## config.mk

```make
export PLATFORM = sky130hd
export DESIGN_NAME = axil_read_arbiter
export DESIGN_NICKNAME = d
export VERILOG_FILES = /design/src/rtl/axil_pkg.sv /design/src/rtl/axil_rr_arbiter.sv /design/src/rtl/axil_read_arbiter.sv
export SDC_FILE = /design/constraint.sdc
export NUM_CORES = 1
export LEC_CHECK = 0
export ABC_AREA = 1
export CAP_MARGIN = 40
export CORE_MARGIN = 1.5
export CORE_UTILIZATION = 30
export CTS_CLUSTER_DIAMETER = 30
export DETAILED_ROUTE_END_ITERATION = 10
export HOLD_SLACK_MARGIN = 0.12
export PLACE_DENSITY = 0.72
export SLEW_MARGIN = 20
export SYNTH_ARGS = -nofsm -noshare
export SYNTH_HDL_FRONTEND = slang
export SYNTH_SLANG_ARGS = --single-unit
```

## constraint.sdc

```tcl
create_clock -name ACLK -period 2.15 [get_ports ACLK]
set_clock_uncertainty 0.15 [all_clocks]
set_input_delay 0.645 -clock ACLK [delete_from_list [all_inputs] [get_ports ACLK]]
set_output_delay 0.645 -clock ACLK [all_outputs]
set_load 0.05 [all_outputs]
```

## src/rtl/axil_pkg.sv

```systemverilog
// Shared definitions for the AXI4-Lite read arbiter slice.
//   axil_rd_state_e : read-sequencer FSM state (IDLE -> ADDR -> DATA -> RESP)
//   RESP_*          : AXI RRESP encodings
//   ARPROT_DEFAULT  : protection attributes driven on every read address
package axil_pkg;

    typedef enum logic [1:0] {
        ST_IDLE = 2'd0,
        ST_ADDR = 2'd1,
        ST_DATA = 2'd2,
        ST_RESP = 2'd3
    } axil_rd_state_e;

    localparam logic [1:0] RESP_OKAY   = 2'b00;
    localparam logic [1:0] RESP_EXOKAY = 2'b01;
    localparam logic [1:0] RESP_SLVERR = 2'b10;
    localparam logic [1:0] RESP_DECERR = 2'b11;

    localparam logic [2:0] ARPROT_DEFAULT = 3'b000;

endpackage

```

## src/rtl/axil_rr_arbiter.sv

```systemverilog
// Combinational round-robin picker.
//   req : request vector
//   ptr : index of the most recent grant; search starts at ptr+1 and wraps
//   gnt : one-hot grant (all zero when no request)
//   idx : encoded index of the granted bit
//   any : at least one request present
// The pointer register lives in the parent.
module axil_rr_arbiter #(
    parameter int unsigned NREQ = 4,
    parameter int unsigned IW   = 2
) (
    input  logic [NREQ-1:0] req,
    input  logic [IW-1:0]   ptr,
    output logic [NREQ-1:0] gnt,
    output logic [IW-1:0]   idx,
    output logic            any
);

    logic          hi_found;
    logic [IW-1:0] hi_idx;
    logic [IW-1:0] lo_idx;

    // Two passes over a fixed-order loop: the first set bit strictly above
    // ptr wins; failing that, the lowest set bit overall (the wrap case).
    always_comb begin
        hi_found = 1'b0;
        hi_idx   = '0;
        lo_idx   = '0;
        any      = 1'b0;
        for (int unsigned i = 0; i < NREQ; i++) begin
            if (req[i] && !any) begin
                any    = 1'b1;
                lo_idx = IW'(i);
            end
            if (req[i] && (IW'(i) > ptr) && !hi_found) begin
                hi_found = 1'b1;
                hi_idx   = IW'(i);
            end
        end
        idx = hi_found ? hi_idx : lo_idx;
    end

    always_comb begin
        gnt = '0;
        for (int unsigned i = 0; i < NREQ; i++) begin
            if (any && (IW'(i) == idx)) begin
                gnt[i] = 1'b1;
            end
        end
    end

endmodule

```

## src/rtl/axil_read_arbiter.sv

```systemverilog
// Shares one AXI4-Lite read master channel (AR + R) among NREQ requesters.
// Round-robin grant, one outstanding read; every output is a flop.
//   ACLK, ARESETn        : clock, asynchronous active-low reset
//   req_valid/req_addr   : per-requester read requests (addr flattened, AW each)
//   req_ready            : one-cycle one-hot accept pulse
//   rsp_valid/rsp_ready  : one-hot response handshake, held until taken
//   rsp_data/rsp_resp    : returned RDATA / RRESP (unmodified)
//   AR*/R*               : AXI4-Lite read address and read data channels
module axil_read_arbiter
    import axil_pkg::*;
#(
    parameter int unsigned NREQ = 4,
    parameter int unsigned AW   = 32,
    parameter int unsigned DW   = 32
) (
    input  logic               ACLK,
    input  logic               ARESETn,
    input  logic [NREQ-1:0]    req_valid,
    input  logic [NREQ*AW-1:0] req_addr,
    output logic [NREQ-1:0]    req_ready,
    output logic [NREQ-1:0]    rsp_valid,
    input  logic [NREQ-1:0]    rsp_ready,
    output logic [DW-1:0]      rsp_data,
    output logic [1:0]         rsp_resp,
    output logic               ARVALID,
    input  logic               ARREADY,
    output logic [AW-1:0]      ARADDR,
    output logic [2:0]         ARPROT,
    input  logic               RVALID,
    output logic               RREADY,
    input  logic [DW-1:0]      RDATA,
    input  logic [1:0]         RRESP
);

    localparam int unsigned IW = $clog2(NREQ);

    axil_rd_state_e  state_q, state_d;
    logic [IW-1:0]   ptr_q, ptr_d;
    logic [NREQ-1:0] gnt_q, gnt_d;
    logic [NREQ-1:0] req_ready_q, req_ready_d;
    logic [NREQ-1:0] rsp_valid_q, rsp_valid_d;
    logic [AW-1:0]   araddr_q, araddr_d;
    logic            arvalid_q, arvalid_d;
    logic            rready_q, rready_d;
    logic [DW-1:0]   rsp_data_q, rsp_data_d;
    logic [1:0]      rsp_resp_q, rsp_resp_d;

    logic [NREQ-1:0] arb_gnt;
    logic [IW-1:0]   arb_idx;
    logic            arb_any;
    logic [AW-1:0]   addr_sel;

    axil_rr_arbiter #(
        .NREQ (NREQ),
        .IW   (IW)
    ) u_arb (
        .req  (req_valid),
        .ptr  (ptr_q),
        .gnt  (arb_gnt),
        .idx  (arb_idx),
        .any  (arb_any)
    );

    // One-hot address mux driven straight from the grant vector.
    always_comb begin
        addr_sel = '0;
        for (int unsigned i = 0; i < NREQ; i++) begin
            if (arb_gnt[i]) begin
                addr_sel = req_addr[i*AW +: AW];
            end
        end
    end

    always_comb begin
        state_d     = state_q;
        ptr_d       = ptr_q;
        gnt_d       = gnt_q;
        req_ready_d = '0;
        rsp_valid_d = rsp_valid_q;
        araddr_d    = araddr_q;
        arvalid_d   = arvalid_q;
        rready_d    = rready_q;
        rsp_data_d  = rsp_data_q;
        rsp_resp_d  = rsp_resp_q;

        unique case (state_q)
            ST_IDLE: begin
                if (arb_any) begin
                    req_ready_d = arb_gnt;
                    gnt_d       = arb_gnt;
                    araddr_d    = addr_sel;
                    ptr_d       = arb_idx;
                    state_d     = ST_ADDR;
                end
            end
            ST_ADDR: begin
                // ARVALID rises on the first ADDR cycle and is only cleared
                // by the handshake, which also raises RREADY in the same
                // edge so the two are never high together.
                if (arvalid_q && ARREADY) begin
                    arvalid_d = 1'b0;
                    rready_d  = 1'b1;
                    state_d   = ST_DATA;
                end else begin
                    arvalid_d = 1'b1;
                end
            end
            ST_DATA: begin
                if (rready_q && RVALID) begin
                    rready_d    = 1'b0;
                    rsp_data_d  = RDATA;
                    rsp_resp_d  = RRESP;
                    rsp_valid_d = gnt_q;
                    state_d     = ST_RESP;
                end
            end
            ST_RESP: begin
                // Only the granted requester's rsp_ready counts.
                if ((rsp_ready & rsp_valid_q) != '0) begin
                    rsp_valid_d = '0;
                    state_d     = ST_IDLE;
                end
            end
            default: state_d = ST_IDLE;
        endcase
    end

    always_ff @(posedge ACLK or negedge ARESETn) begin
        if (!ARESETn) begin
            state_q     <= ST_IDLE;
            ptr_q       <= IW'(NREQ - 1);
            gnt_q       <= '0;
            req_ready_q <= '0;
            rsp_valid_q <= '0;
            araddr_q    <= '0;
            arvalid_q   <= 1'b0;
            rready_q    <= 1'b0;
            rsp_data_q  <= '0;
            rsp_resp_q  <= '0;
        end else begin
            state_q     <= state_d;
            ptr_q       <= ptr_d;
            gnt_q       <= gnt_d;
            req_ready_q <= req_ready_d;
            rsp_valid_q <= rsp_valid_d;
            araddr_q    <= araddr_d;
            arvalid_q   <= arvalid_d;
            rready_q    <= rready_d;
            rsp_data_q  <= rsp_data_d;
            rsp_resp_q  <= rsp_resp_d;
        end
    end

    assign req_ready = req_ready_q;
    assign rsp_valid = rsp_valid_q;
    assign rsp_data  = rsp_data_q;
    assign rsp_resp  = rsp_resp_q;
    assign ARVALID   = arvalid_q;
    assign ARADDR    = araddr_q;
    assign ARPROT    = ARPROT_DEFAULT;
    assign RREADY    = rready_q;

endmodule
```

==> flow_metrics.tcl, run 1 <==
set metrics [dict create \
    status "finished clean" \
    drt-total-wl_um 15800 \
    syn_avg_cell_area_sq_um 8.80 \
    dp_slack_ns -0.386 \
    hp-class "reg2reg" \
    layout_common_cells "168 x clkdlybuf4s50_1, 127 x nand2_1, 103 x buf_4" \
    seq_area_frac_synth_pct 44.3 \
    ir_worst_vdd_uv 366 \
    numClockSinks 84 \
    power_per_cell_area_mw_per_mm2 491 \
    synth-compound-area-share_pct 9.06 \
    drv_slew 0 \
    synth_xor_xnor_area_share_pct 0 \
    viasPerCell 4.70 \
    clock.fmax_mhz 519 \
    drc 0 \
    crit_path_max_fanout 22 \
    start_util_pct 31.0 \
    clk_pin_slew_worst_paths_ns 0.06 \
    setup_violations 0 \
    htreeDepth 3 \
    period_minus_slack_ns 1.93 \
    die_area_sq_mm 0.0166 \
    cts_tree "built" \
    cp-start-kind "input port" \
    fin_nets 982 \
    io_pins 253 \
    clockRootBuffer "clkbuf_16" \
    std_cell_rows 45 \
    syn-cell-area_sq_mm 0.00475 \
    fp.dieW_um 129 \
    post_cts.repair.setup_buffers 0 \
    fin_crit_sh_pct 89.7 \
    total_power_mw 3.85 \
    ant_nets 0 \
    netlist_top_cells_area "dfrtp_1 43%, nand2_1 10%, mux2_2 8.1%" \
    top_layer "met4" \
    grt_setup_unrepaired "no" \
    hold_viol_final 0 \
    synth-simple-area-share_pct 27.2 \
    fin_area_sq_mm 0.00783 \
    fin_util_pct 51.1 \
    gr-total-overflow 0 \
    wl_per_cell_um 15.4 \
    muxShareOfSynthArea_pct 8.05 \
    p_leak_nw 3.99 \
    core_area_sq_mm 0.0153 \
    hpwl_um 11700 \
    met3WireLength_um 1440 \
    final_common_cell "clkdlybuf4s50_1" \
    end_kind "flop" \
    synthDistinctLibCells 30 \
    place_area_sq_mm 0.00745 \
    worst_slack_ns 0.221 \
    critPathKind "in2reg" \
    clock_latency_ns 0.34 \
    die_y_um 129 \
    clockBufferDepth 2 \
    gp_congestion 0.796 \
    grt_max_degree 39 \
    wl_met2_um 7650 \
    grt_pass1_vias 4885 \
    antenna_found_initial 0 \
    drt-met1-wl_um 6350 \
    cp_data_arrival_time_ns 2.01 \
    worstPathRequired_ns 2.23 \
    grt_pass1_wl_um 24400 \
    n_antenna_cell 0 \
    track_usage_pct 19.0 \
    synth_top_family_by_area "simple AND/OR/NAND/NOR gates" \
    post_route_cells_drive_above_1_share_pct 26.5 \
    synth_top_cell_area_share_pct 43.2 \
    ys_ff_latch 84 \
    syn_inst 540 \
    vias 4791 \
    yosys.area.top_type "dfrtp_1" \
    port_buffers 249 \
    first_pass_iters 4 \
    area_growth_pct 64.7 \
    yosys.area_share.adder_pct 1.05 \
    hold_ws_ns 0.327 \
    maxCapViolations 0 \
    ys_warn_count 0 \
    cts_buffers 9 \
    first_iter_violations 143 \
]
metrics by stage:
stage,instances,setup TNS [ns]
after floorplan,542,0
after global placement,1001,-12.61
after detailed placement,1001,-14.26
after CTS,1018,0
after global routing,1020,0
final,1020,0
report_power, final:
part / leakage [nW] / internal [mW] / switching, mW / total (mW)
sequential: 1.15 / 1.58 / 0.00198 / 1.59
clock: 0.146 / 0.906 / 0.656 / 1.56
combinational: 2.70 / 0.415 / 0.282 / 0.697
total: 3.99 / 2.91 / 0.940 / 3.85
critical path: stages:
cell           delay, ns
dlygate4sd2_1       0.29
nor2_4              0.16
nand3_4             0.10
nand3_2             0.10
nand2_4             0.07
buf_12              0.16
buf_16              0.16
nand4_1             0.10
nand3_1             0.09
nand2_1             0.07
nand2_1             0.05
cell families after synthesis:
logic type               after synthesis
multiplexers                          34
buffers and inverters                 91
other                                  1
AND/OR/NAND/NOR                      243
adder cells (fa/ha/maj)                4
AO/OA/AOI/OAI                         83
flip-flops                            84
synth_stat cells, drive strengths merged:
cell,instances
nor2,6
dfstp,2
a21oi,2
conb,1
o22ai,1
a21o,1
nand3b,1
nand3,68
buf,35
clkbuf,4
nand2,134
nand4,33
o21ai,79
nor3,1
ha,4
mux2,34
dfrtp,82
inv,52
path summary, 6_finish.rpt:
path                                       start                 endpoint  slack [ns]  cells after the start
setup / recovery                    req_valid[0]   ARADDR[19]$_DFFE_PN0P_        0.22                     11
hold / removal             ARADDR[1]$_DFFE_PN0P_    ARADDR[1]$_DFFE_PN0P_        0.33                      2
setup reg to reg            ptr_q[1]$_DFFE_PN1P_   ARADDR[10]$_DFFE_PN0P_        0.28                     12
hold reg to reg            ARADDR[1]$_DFFE_PN0P_    ARADDR[1]$_DFFE_PN0P_        0.33                      2
max in group asynchronous                ARESETn     ptr_q[0]$_DFFE_PN1P_        0.73                      3
min in group asynchronous                ARESETn  rsp_data[3]$_DFFE_PN0P_        0.58                      2
final cells by class:
type                    instances  area, sq um
clock buffers                   9          225
repair buffers                290         2800
well taps                     211          264
clock inverters                 7         73.8
multi-input cells             367         2170
flip-flops and latches         84         2100
fillers                      1456         7490
inverters                      52          195
sequential cells by signal, summed over array words and instances, names as in the netlist:
signal	cells
ARADDR	32
ARVALID	1
req_ready	4
RREADY	1
rsp_valid	4
state_q	2
gnt_q	4
ptr_q	2
rsp_resp	2
rsp_data	32
routing by layer:
layer | track usage [%] | up-vias
met2 | 33.0 | 238
met5 | 0 | -
met1 | 21.9 | 2198
li1 | - | 2332
met4 | 7.47 | 0
met3 | 5.86 | 23
timing repair:
action,CTS,global route
hold endpoints to repair,15,0
gates cloned,0,2
pin swaps,1,1
resized for setup,1,10
hold buffers,1,0
endpoints found under the setup margin,4,37
Power figures use the tool's default switching activity.
==> run 2, diff against run 1 <==
--- a/config.mk
+++ b/config.mk
@@ -13,6 +13,7 @@
 export DETAILED_ROUTE_END_ITERATION = 10
 export HOLD_SLACK_MARGIN = 0.12
 export PLACE_DENSITY = 0.72
+export SKIP_CTS_REPAIR_TIMING = 1
 export SLEW_MARGIN = 20
 export SYNTH_ARGS = -nofsm -noshare
 export SYNTH_HDL_FRONTEND = slang
==> flow_metrics.tcl, run 2 (synthesis results as in run 1) <==
set metrics [dict create \
    clockBufferDepth 2 \
    cp_top_family "buffers and inverters" \
    vias 4809 \
    post_route_cells_drive_above_1_share_pct 26.5 \
    worstPathRequired_ns 2.26 \
    cp_slowest_cell "clkdlybuf4s50_1" \
    die_area_sq_mm 0.0166 \
    numClockSinks 84 \
    ir_worst_vdd_uv 369 \
    io_pins 253 \
    track_usage_pct 19.0 \
    std_cell_rows 45 \
    gr-total-overflow 0 \
    hp-class "reg2reg" \
    crit_path_max_fanout 4 \
    clk_pin_slew_worst_paths_ns 0.06 \
    grt_setup_unrepaired "no" \
    total_power_mw 3.85 \
    die_y_um 129 \
    first_iter_violations 168 \
    critPathKind "in2reg" \
    clock.fmax_mhz 526 \
    grt_pass1_vias 4886 \
    status "finished clean" \
    cp_common_cell "o21ai_0" \
    drc 0 \
    viasPerCell 4.71 \
    drv_slew 0 \
    final_common_cell "clkdlybuf4s50_1" \
    htreeDepth 3 \
    cts_buffers 9 \
    drt-total-wl_um 16000 \
    fin_util_pct 51.3 \
    reg2reg_from "ptr_q[1]$_DFFE_PN1P_" \
    fin_crit_sh_pct 88.3 \
    fin_nets 983 \
    maxCapViolations 0 \
    core_area_sq_mm 0.0153 \
    n_antenna_cell 0 \
    dp_cells 1001 \
    cp-start-kind "input port" \
    port_buffers 249 \
    first_pass_iters 4 \
    cts_tree "built" \
    cp_data_arrival_time_ns 2.01 \
    max_stage_delay_ns 0.48 \
    worstPathCellList "clkdlybuf4s50_1, nand2_1, nand4_1, a21o_1, o21ai_0, buf_4, nor2_1, o21ai_0, o21ai_0" \
    power_per_cell_area_mw_per_mm2 490 \
    stdcell_count 1021 \
    wl_per_cell_um 15.6 \
    start_util_pct 31.0 \
    area_growth_pct 65.3 \
    hold_viol_final 0 \
    grt_max_degree 39 \
    layout_common_cells "168 x clkdlybuf4s50_1, 127 x nand2_1, 103 x buf_4" \
    setup_violations 0 \
    antenna_found_initial 0 \
    crit_start "rsp_ready[0]" \
    hpwl_um 11700 \
    end_kind "flop" \
    crit_buf_inv 2 \
    gp_congestion 0.796 \
    fp.dieW_um 129 \
    clockRootBuffer "clkbuf_16" \
    clock_latency_ns 0.34 \
    p_leak_nw 4.01 \
    ant_nets 0 \
    grt_pass1_wl_um 24400 \
    period_minus_slack_ns 1.90 \
    min_from "ARADDR[21]$_DFFE_PN0P_" \
]
run 2: changes by cell type in the layout (fill, tap and decap cells not counted):
cell,previous run,this run
o21ai_0,43,42
clkbuf_16,11,12
dlygate4sd2_1,1,0
dlymetal6s2s_1,3,4
o21ai_1,36,37
run 2: power breakdown:
part	switching [mW]	leakage [nW]	total, mW	internal (mW)
clock network	0.655	0.146	1.56	0.906
logic	0.284	2.72	0.701	0.418
registers	0.00198	1.15	1.59	1.58
run 2: worst reg2reg max path: stages (launching register included):
cell       delay [ns]
dfstp_2          0.55
nand2_1          0.05
nand2_1          0.07
nand2_1          0.06
inv_2            0.06
nand2_4          0.04
nand2_2          0.07
nand2_4          0.09
clkbuf_16        0.20
o21ai_0          0.17
nand3_1          0.12
nand2_1          0.07
nand2_1          0.05
run 2: worst paths after layout:
kind | end | slack, ns | depth (start not counted)
worst min register to register | ARADDR[21]$_DFFE_PN0P_ | 0.33 | 2
worst max-delay path | state_q[0]$_DFFE_PN0P_ | 0.25 | 9
max in group asynchronous | ptr_q[0]$_DFFE_PN1P_ | 0.73 | 3
worst min-delay path | ARADDR[21]$_DFFE_PN0P_ | 0.33 | 2
worst max register to register | ARADDR[10]$_DFFE_PN0P_ | 0.28 | 12
min in group asynchronous | rsp_data[3]$_DFFE_PN0P_ | 0.58 | 2
run 2: layer usage:
layer | track usage [%] | routed length, um
met5 | 0 | 0
met4 | 7.47 | 312
met3 | 5.82 | 1450
met2 | 33.0 | 7740
met1 | 21.9 | 6460
run 2: final cells by class:
class | count | area, sq um
fill | 1452 | 7460
multi-input combinational | 367 | 2170
tap | 211 | 264
clock buffer | 9 | 225
timing repair buffer | 291 | 2830
inverter | 52 | 195
sequential | 84 | 2100
clock inverter | 7 | 73.8
run 2: through the flow:
| stage | setup TNS, ns | area [sq um] | setup slack, ns | hold WS (ns) |
|---|---|---|---|---|
| floorplan | 0 | 4760 | 0.327 | 0.199 |
| global placement | -12.61 | 7450 | -0.331 | 0.313 |
| detailed placement | -14.26 | 7450 | -0.386 | 0.316 |
| CTS | -0.0160 | 7750 | -0.00952 | 0.0209 |
| global route | 0 | 7860 | 0.0806 | 0.364 |
| finish | 0 | 7860 | 0.251 | 0.327 |
